==> src/rtl/dcache_pkg.sv <==
// Shared definitions for dcache_burst: FSM state encoding and default geometry.
package dcache_pkg;

  localparam int DEF_ADDRBITS  = 32;
  localparam int DEF_DATABITS  = 32;
  localparam int DEF_LINES     = 8;
  localparam int DEF_LINEWORDS = 4;

  typedef enum logic [1:0] {
    ST_IDLE  = 2'd0,
    ST_FILL  = 2'd1,
    ST_WRITE = 2'd2,
    ST_RESP  = 2'd3
  } state_t;

endpackage

==> src/rtl/dcache_burst_store.sv <==
// Tag/valid array plus word array for dcache_burst.
// One write port (word and/or tag+valid of a single line), combinational read.
module dcache_burst_store #(
  parameter int TAGBITS   = 25,
  parameter int DATABITS  = 32,
  parameter int LINES     = 8,
  parameter int LINEWORDS = 4
) (
  input  logic                         clk,
  input  logic                         reset,
  input  logic [$clog2(LINES)-1:0]     rd_index,
  input  logic [$clog2(LINEWORDS)-1:0] rd_off,
  output logic                         rd_valid,
  output logic [TAGBITS-1:0]           rd_tag,
  output logic [DATABITS-1:0]          rd_data,
  input  logic                         wr_word_en,
  input  logic                         wr_tag_en,
  input  logic [$clog2(LINES)-1:0]     wr_index,
  input  logic [$clog2(LINEWORDS)-1:0] wr_off,
  input  logic [DATABITS-1:0]          wr_data,
  input  logic                         wr_valid,
  input  logic [TAGBITS-1:0]           wr_tag
);

  logic [LINES-1:0]    valid_q;
  logic [TAGBITS-1:0]  tag_q  [LINES];
  logic [DATABITS-1:0] word_q [LINES*LINEWORDS];

  always_ff @(posedge clk) begin
    if (reset)
      valid_q <= '0;
    else if (wr_tag_en)
      valid_q[wr_index] <= wr_valid;
  end

  always_ff @(posedge clk) begin
    if (wr_tag_en)
      tag_q[wr_index] <= wr_tag;
    if (wr_word_en)
      word_q[{wr_index, wr_off}] <= wr_data;
  end

  assign rd_valid = valid_q[rd_index];
  assign rd_tag   = tag_q[rd_index];
  assign rd_data  = word_q[{rd_index, rd_off}];

endmodule

==> src/rtl/dcache_burst.sv <==
// Direct-mapped, write-through, no-write-allocate data cache with burst line fill.
// Optional hit/miss counters are built when DCACHE_STATS_EN is defined.
//
// state    | meaning
// ---------+-----------------------------------------------------------
// ST_IDLE  | accept a request; read hits load the data directly
// ST_FILL  | burst-read the line from memory, one word per mem_valid
// ST_WRITE | write-through to memory, wait for the acknowledge
// ST_RESP  | one-cycle dcache_valid, then back to IDLE
module dcache_burst
  import dcache_pkg::*;
#(
  parameter int ADDRBITS  = DEF_ADDRBITS,
  parameter int DATABITS  = DEF_DATABITS,
  parameter int LINES     = DEF_LINES,
  parameter int LINEWORDS = DEF_LINEWORDS
) (
  input  logic                clk,
  input  logic                reset,
  input  logic [ADDRBITS-1:0] dcache_addr,
  input  logic [DATABITS-1:0] dcache_datain,
  input  logic                dcache_rdreq,
  input  logic                dcache_wrreq,
  output logic [DATABITS-1:0] dcache_dataout,
  output logic                dcache_valid,
  output logic                dcache_busy,
  output logic [ADDRBITS-1:0] mem_addr,
  output logic [DATABITS-1:0] mem_datain,
  output logic                mem_rdreq,
  output logic                mem_wrreq,
  output logic [15:0]         mem_burstlen,
  input  logic [DATABITS-1:0] mem_out,
  input  logic                mem_valid
`ifdef DCACHE_STATS_EN
  ,
  output logic [31:0]         stat_hits,
  output logic [31:0]         stat_misses
`endif
);

  localparam int OB      = $clog2(LINEWORDS);
  localparam int IB      = $clog2(LINES);
  localparam int TAGBITS = ADDRBITS - 2 - OB - IB;

  state_t state, state_nxt;

  logic [OB-1:0]       in_off, req_off, beats_left, beat_off, st_wr_off;
  logic [IB-1:0]       in_index, req_index, st_wr_index;
  logic [TAGBITS-1:0]  in_tag, req_tag, st_rd_tag;
  logic [DATABITS-1:0] st_rd_data, st_wr_data, dataout_q, mem_datain_q;
  logic [ADDRBITS-1:0] mem_addr_q;
  logic                st_rd_valid, st_word_en, st_tag_en;
  logic                hit, wr_go, rd_go, fill_beat, rd_pending;

  assign in_off   = dcache_addr[2 +: OB];
  assign in_index = dcache_addr[2+OB +: IB];
  assign in_tag   = dcache_addr[ADDRBITS-1 -: TAGBITS];

  assign hit       = st_rd_valid && (st_rd_tag == in_tag);
  assign wr_go     = (state == ST_IDLE) && dcache_wrreq;
  assign rd_go     = (state == ST_IDLE) && dcache_rdreq && !dcache_wrreq;
  assign fill_beat = (state == ST_FILL) && mem_valid;
  // beats_left counts down from LINEWORDS-1, so its complement is the beat index
  assign beat_off  = ~beats_left;

  always_ff @(posedge clk) begin
    if (reset)
      state <= ST_IDLE;
    else
      state <= state_nxt;
  end

  always_comb begin
    state_nxt = state;
    unique case (state)
      ST_IDLE: begin
        if (wr_go)
          state_nxt = ST_WRITE;
        else if (rd_go)
          state_nxt = hit ? ST_RESP : ST_FILL;
      end
      ST_FILL:  if (mem_valid && beats_left == '0) state_nxt = ST_RESP;
      ST_WRITE: if (mem_valid) state_nxt = ST_RESP;
      ST_RESP:  state_nxt = ST_IDLE;
      default:  state_nxt = ST_IDLE;
    endcase
  end

  always_comb begin
    dcache_busy  = (state != ST_IDLE);
    dcache_valid = (state == ST_RESP);
    mem_wrreq    = (state == ST_WRITE);
    mem_rdreq    = (state == ST_FILL) && rd_pending;
  end

  always_ff @(posedge clk) begin
    if (reset) begin
      dataout_q    <= '0;
      mem_addr_q   <= '0;
      mem_datain_q <= '0;
      req_off      <= '0;
      req_index    <= '0;
      req_tag      <= '0;
      beats_left   <= '0;
      rd_pending   <= 1'b0;
    end else begin
      if (wr_go) begin
        mem_addr_q   <= dcache_addr;
        mem_datain_q <= dcache_datain;
      end else if (rd_go) begin
        req_off   <= in_off;
        req_index <= in_index;
        req_tag   <= in_tag;
        if (hit) begin
          dataout_q <= st_rd_data;
        end else begin
          mem_addr_q <= {dcache_addr[ADDRBITS-1:OB+2], {(OB+2){1'b0}}};
          rd_pending <= 1'b1;
          beats_left <= '1;
        end
      end
      if (fill_beat) begin
        rd_pending <= 1'b0;
        beats_left <= beats_left - 1'b1;
        if (beat_off == req_off)
          dataout_q <= mem_out;
      end
    end
  end

  // The first beat invalidates the line so a partly refilled line never hits
  assign st_word_en  = fill_beat || (wr_go && hit);
  assign st_tag_en   = fill_beat && (beats_left == '1 || beats_left == '0);
  assign st_wr_index = fill_beat ? req_index : in_index;
  assign st_wr_off   = fill_beat ? beat_off  : in_off;
  assign st_wr_data  = fill_beat ? mem_out   : dcache_datain;

  dcache_burst_store #(
    .TAGBITS  (TAGBITS),
    .DATABITS (DATABITS),
    .LINES    (LINES),
    .LINEWORDS(LINEWORDS)
  ) u_store (
    .clk       (clk),
    .reset     (reset),
    .rd_index  (in_index),
    .rd_off    (in_off),
    .rd_valid  (st_rd_valid),
    .rd_tag    (st_rd_tag),
    .rd_data   (st_rd_data),
    .wr_word_en(st_word_en),
    .wr_tag_en (st_tag_en),
    .wr_index  (st_wr_index),
    .wr_off    (st_wr_off),
    .wr_data   (st_wr_data),
    .wr_valid  (beats_left == '0),
    .wr_tag    (req_tag)
  );

  assign dcache_dataout = dataout_q;
  assign mem_addr       = mem_addr_q;
  assign mem_datain     = mem_datain_q;
  assign mem_burstlen   = 16'(LINEWORDS);

`ifdef DCACHE_STATS_EN
  always_ff @(posedge clk) begin
    if (reset) begin
      stat_hits   <= '0;
      stat_misses <= '0;
    end else if (rd_go) begin
      if (hit && stat_hits != '1)
        stat_hits <= stat_hits + 1'b1;
      else if (!hit && stat_misses != '1)
        stat_misses <= stat_misses + 1'b1;
    end
  end
`endif

endmodule
==> config.mk <==
export PLATFORM = sky130hd
export DESIGN_NAME = dcache_burst
export DESIGN_NICKNAME = d
export VERILOG_FILES = /design/src/rtl/dcache_pkg.sv /design/src/rtl/dcache_burst_store.sv /design/src/rtl/dcache_burst.sv
export SDC_FILE = /design/constraint.sdc
export NUM_CORES = 2
export LEC_CHECK = 0
export CORE_ASPECT_RATIO = 0.6
export CORE_UTILIZATION = 55
export CTS_CLUSTER_SIZE = 12
export DETAILED_ROUTE_END_ITERATION = 16
export PLACE_DENSITY_LB_ADDON = 0.2
export SLEW_MARGIN = 20
export SYNTH_ARGS = -nofsm -noshare
export SYNTH_HDL_FRONTEND = slang
export SYNTH_SLANG_ARGS = --single-unit
==> constraint.sdc <==
create_clock -name clk -period 5.6 [get_ports clk]
set_input_delay 0.84 -clock clk [delete_from_list [all_inputs] [get_ports clk]]
set_output_delay 0.84 -clock clk [all_outputs]
set_load 0.02 [all_outputs]
==> summary.json <==
{
  "avgSynthCellArea_um2": 19.7,
  "drt_first_iter_violations": 3150,
  "x_dimension_of_the_die_um": 403,
  "worstSetupEndpointType": "register",
  "ys_top_cells_by_area": "edfxtp_1, mux4_2, dfxtp_1, nand2_1, mux2i_1",
  "overall_overflow_remaining_after_global_route": 0,
  "htreeDepth": 4,
  "multi_input_area_um2": 13000,
  "min_path_cells": 2,
  "area.sequential_um2": 39500,
  "initial_core_utilization_pct": 56.0,
  "synth_cell_type_count": 45,
  "post-synth-top-area-fraction_pct": 69.4,
  "route.final.wire_length_um": 127000,
  "first_pass_iters": 6,
  "grt_first_pass_wirelength_um": 184000,
  "ctsHoldBuffers": 0,
  "post_dp_cell_area_um2": 57200,
  "die_area_um2": 97500,
  "post-synth-top-area-cell": "edfxtp_1",
  "antenna_cells_inserted": 0,
  "path_cells": "buf_6, buf_12, buf_4, mux4_2, nor2_1, or3_1, and3_1, nand4_1, nor4_4, a21oi_4, nor2_4",
  "grt_start_max_net_pins": 100,
  "post_route_cells_drive_above_1_share_pct": 24.8,
  "portBuffers": 200,
  "final_estimated_routing_congestion_in_global_placement": 0.834,
  "dp_hpwl_um": 77900,
  "static-leakage-power_nw": 19.4,
  "final_min_period_over_clock_period_pct": 78.6,
  "peakVddDrop_mv": 0.327,
  "synthFlopType": "edfxtp_1",
  "final.setup.worst_slack_ns": 1.20,
  "num-fill-cells": 6121,
  "finalWorstPathRequiredPeriod_ns": 4.40,
  "worst_path_largest_cell_delay_ns": 0.91,
  "hold_class": "register to register",
  "fin_worst_skew_ns": 0.0251,
  "cts_tree": "yes",
  "grt_setup_unrepaired": "false",
  "p_per_area_nw_per_um2": 374,
  "cp.depth": 11,
  "routedWlPerCell_um": 29.4,
  "final_max_slew_viol_count": 0,
  "final_hold_viol_count": 0,
  "top_level_ports": 217,
  "post_layout_nonfiller_instances": 4299,
  "path_max_fanout": 32,
  "max_clock_freq_mhz": 227,
  "viasPerCell": 6.31,
  "finalSetupViolCount": 0,
  "postCtsSetupRepairBufs": 0,
  "cts.reportedPaths.clkPinSlew_ns": 0.06,
  "rows": 87,
  "root_cell_of_the_clock_tree": "clkbuf_16",
  "synth_enable_flop_cells": 1224,
  "clk-insertion-delay-late_ns": 0.75,
  "final_cell_area_um2": 61100,
  "timing.reg2reg.worst_path_depth": 8,
  "synthesis.instances": 2692,
  "outcome": "completed",
  "timing.critical_path.slowest_stage_cell": "nor2_4",
  "first_global_vias": 27100,
  "post_route_drc": 0,
  "grt_util_all_layers_pct": 26.3,
  "ys_async_sr_fraction_pct": 0,
  "cts_resized": 0,
  "clkSinkCount": 1363,
  "max_slew_margin_pct": 24.7,
  "dpl_worst_slack_ns": 0.467,
  "final_antenna_net_count": 0,
  "cp.buffers_inverters": 3,
  "number_of_antenna_violations_at_the_first_check_in_global_routing": 4,
  "cts.path.max_buffers": 3,
  "arrival_ns": 4.75,
  "tightestPinTransition_ns": 1.13,
  "vias": 27100,
  "synth_area_um2": 52900,
  "start_kind": "input pin",
  "timing.critical_path.max_delay_family": "simple AND/OR/NAND/NOR gates",
  "cts_made_buffers": 134,
  "dp_cells": 4094,
  "timing.critical_path.required_ns": 5.95,
  "die_height_um": 242,
  "placeableCoreArea_um2": 94600,
  "seq_area_frac_synth_pct": 74.7,
  "finish.net_count": 3092,
  "timing.max_cap.violations": 0,
  "area_growth_pct": 15.4,
  "setup.worst_path.class": "input pin to register",
  "ys_seq_elements": 1363,
  "synthesis.yosys.warnings": 0
}
[power breakdown]
part	internal [mW]	switching (mW)
logic	0.870	1.82
registers	11.8	0.130
clock network	4.61	3.62
[final timing paths]
check                                                    from                         endpoint  slack [ns]
worst max-delay path                           dcache_addr[5]  u_store.word_q[14][2]$_DFFE_PP_        1.20
worst min-delay path              mem_datain[23]$_SDFFE_PP0P_      mem_datain[23]$_SDFFE_PP0P_        0.46
worst max register to register  u_store.tag_q[7][6]$_DFFE_PP_  u_store.word_q[14][2]$_DFFE_PP_        1.56
worst min register to register    mem_datain[23]$_SDFFE_PP0P_      mem_datain[23]$_SDFFE_PP0P_        0.46
[metrics by stage]
step | utilization (%) | TNS (ns) | power (mW) | hold WS [ns]
4_1_cts | 64.5 | 0 | 23.0 | 0.457
5_1_grt | 64.6 | 0 | 23.5 | 0.478
3_5_place_dp | 60.5 | 0 | 14.8 | 0.447
2_1_floorplan | - | -89.81 | 13.6 | 0.429
3_3_place_gp | 60.4 | 0 | 14.7 | 0.444
6_report | 64.6 | 0 | 22.9 | 0.455
[routing by layer]
metal  part of all wire, %  vias to the layer above  routed length [µm]  GRT usage, %
met5                     0                        -                   0             0
met4                   1.8                        0                2230          6.69
met3                    10                      168               12800          6.73
met2                    45                     1331               57000          37.9
met1                    43                    14300               54600          40.5
li1                      -                    11400                   -             -
[worst reg2reg max path, delay by kind of cell, from the launching register on]
kind / cells / cell delay [ns]
AND/OR/NAND/NOR: 4 / 2.06
AO/OA/AOI/OAI: 1 / 0.29
multiplexers: 2 / 0.65
flip-flops: 1 / 0.37
XOR/XNOR: 1 / 0.28
[cells in the mapped netlist (12+ instances only)]
cell / instances
edfxtp_1: 1224
mux4_2: 349
nand2_1: 279
dfxtp_1: 139
clkbuf_1: 105
mux2i_1: 78
mux2_2: 68
a21oi_1: 67
nand2b_1: 67
nor2_1: 66
o21ai_1: 33
o21ai_0: 27
buf_4: 24
buf_1: 22
o22ai_1: 20
or3_1: 17
nor3_1: 16
buf_2: 12
[state kept, by name, indices dropped and copies added, names as in the netlist, 3 cells and up]
name and flops:
req_tag 25, dcache_dataout 32, u_store.word_q 1024, u_store.valid_q 8, mem_datain 32, mem_addr 32
u_store.tag_q 200, req_index 3
[cells by family (layout without fill, tap and decap cells)]
| kind of cell | after synthesis | count (layout) | synth area share, % |
|---|---|---|---|
| other cells | 2 | 16 | 0.0142 |
| compound gates | 161 | 161 | 1.65 |
| flops | 1363 | 1363 | 74.7 |
| mux | 498 | 498 | 17.8 |
| simple gates | 482 | 482 | 4.10 |
| buf+inv | 172 | 519 | 1.45 |
| fa+ha+maj | 6 | 6 | 0.142 |
| xor+xnor | 8 | 8 | 0.132 |
[cell usage in the layout (no fill, tap or decap), types with 7 or more instances in the layout]
cell	netlist	routed
edfxtp_1	1224	1224
clkbuf_1	105	46
nand3_1	9	8
nand2_2	0	16
nor2_1	66	37
buf_4	24	88
mux4_2	349	349
mux2i_1	78	78
or3_1	17	17
dfxtp_1	139	139
clkdlybuf4s50_1	0	194
nand2_1	279	263
a21oi_1	67	66
mux2_2	68	68
nor2_4	0	24
inv_6	0	9
o21ai_0	27	26
nand2b_1	67	66
buf_12	0	21
o22ai_1	20	20
conb_1	2	16
nor3_2	0	12
inv_1	7	7
o21ai_1	33	34
nand4_1	9	9
clkbuf_16	0	139
[cell type report]
type,instances,area share (%)
flip-flops and latches,1363,64.7
multi-input cells,1171,21.3
clock buffers,188,6.04
repair buffers,308,5.08
well taps,1246,2.55
clock inverters,16,0.262
inverters,7,0.0430
Note: power is estimated with default switching activity, not from simulation.
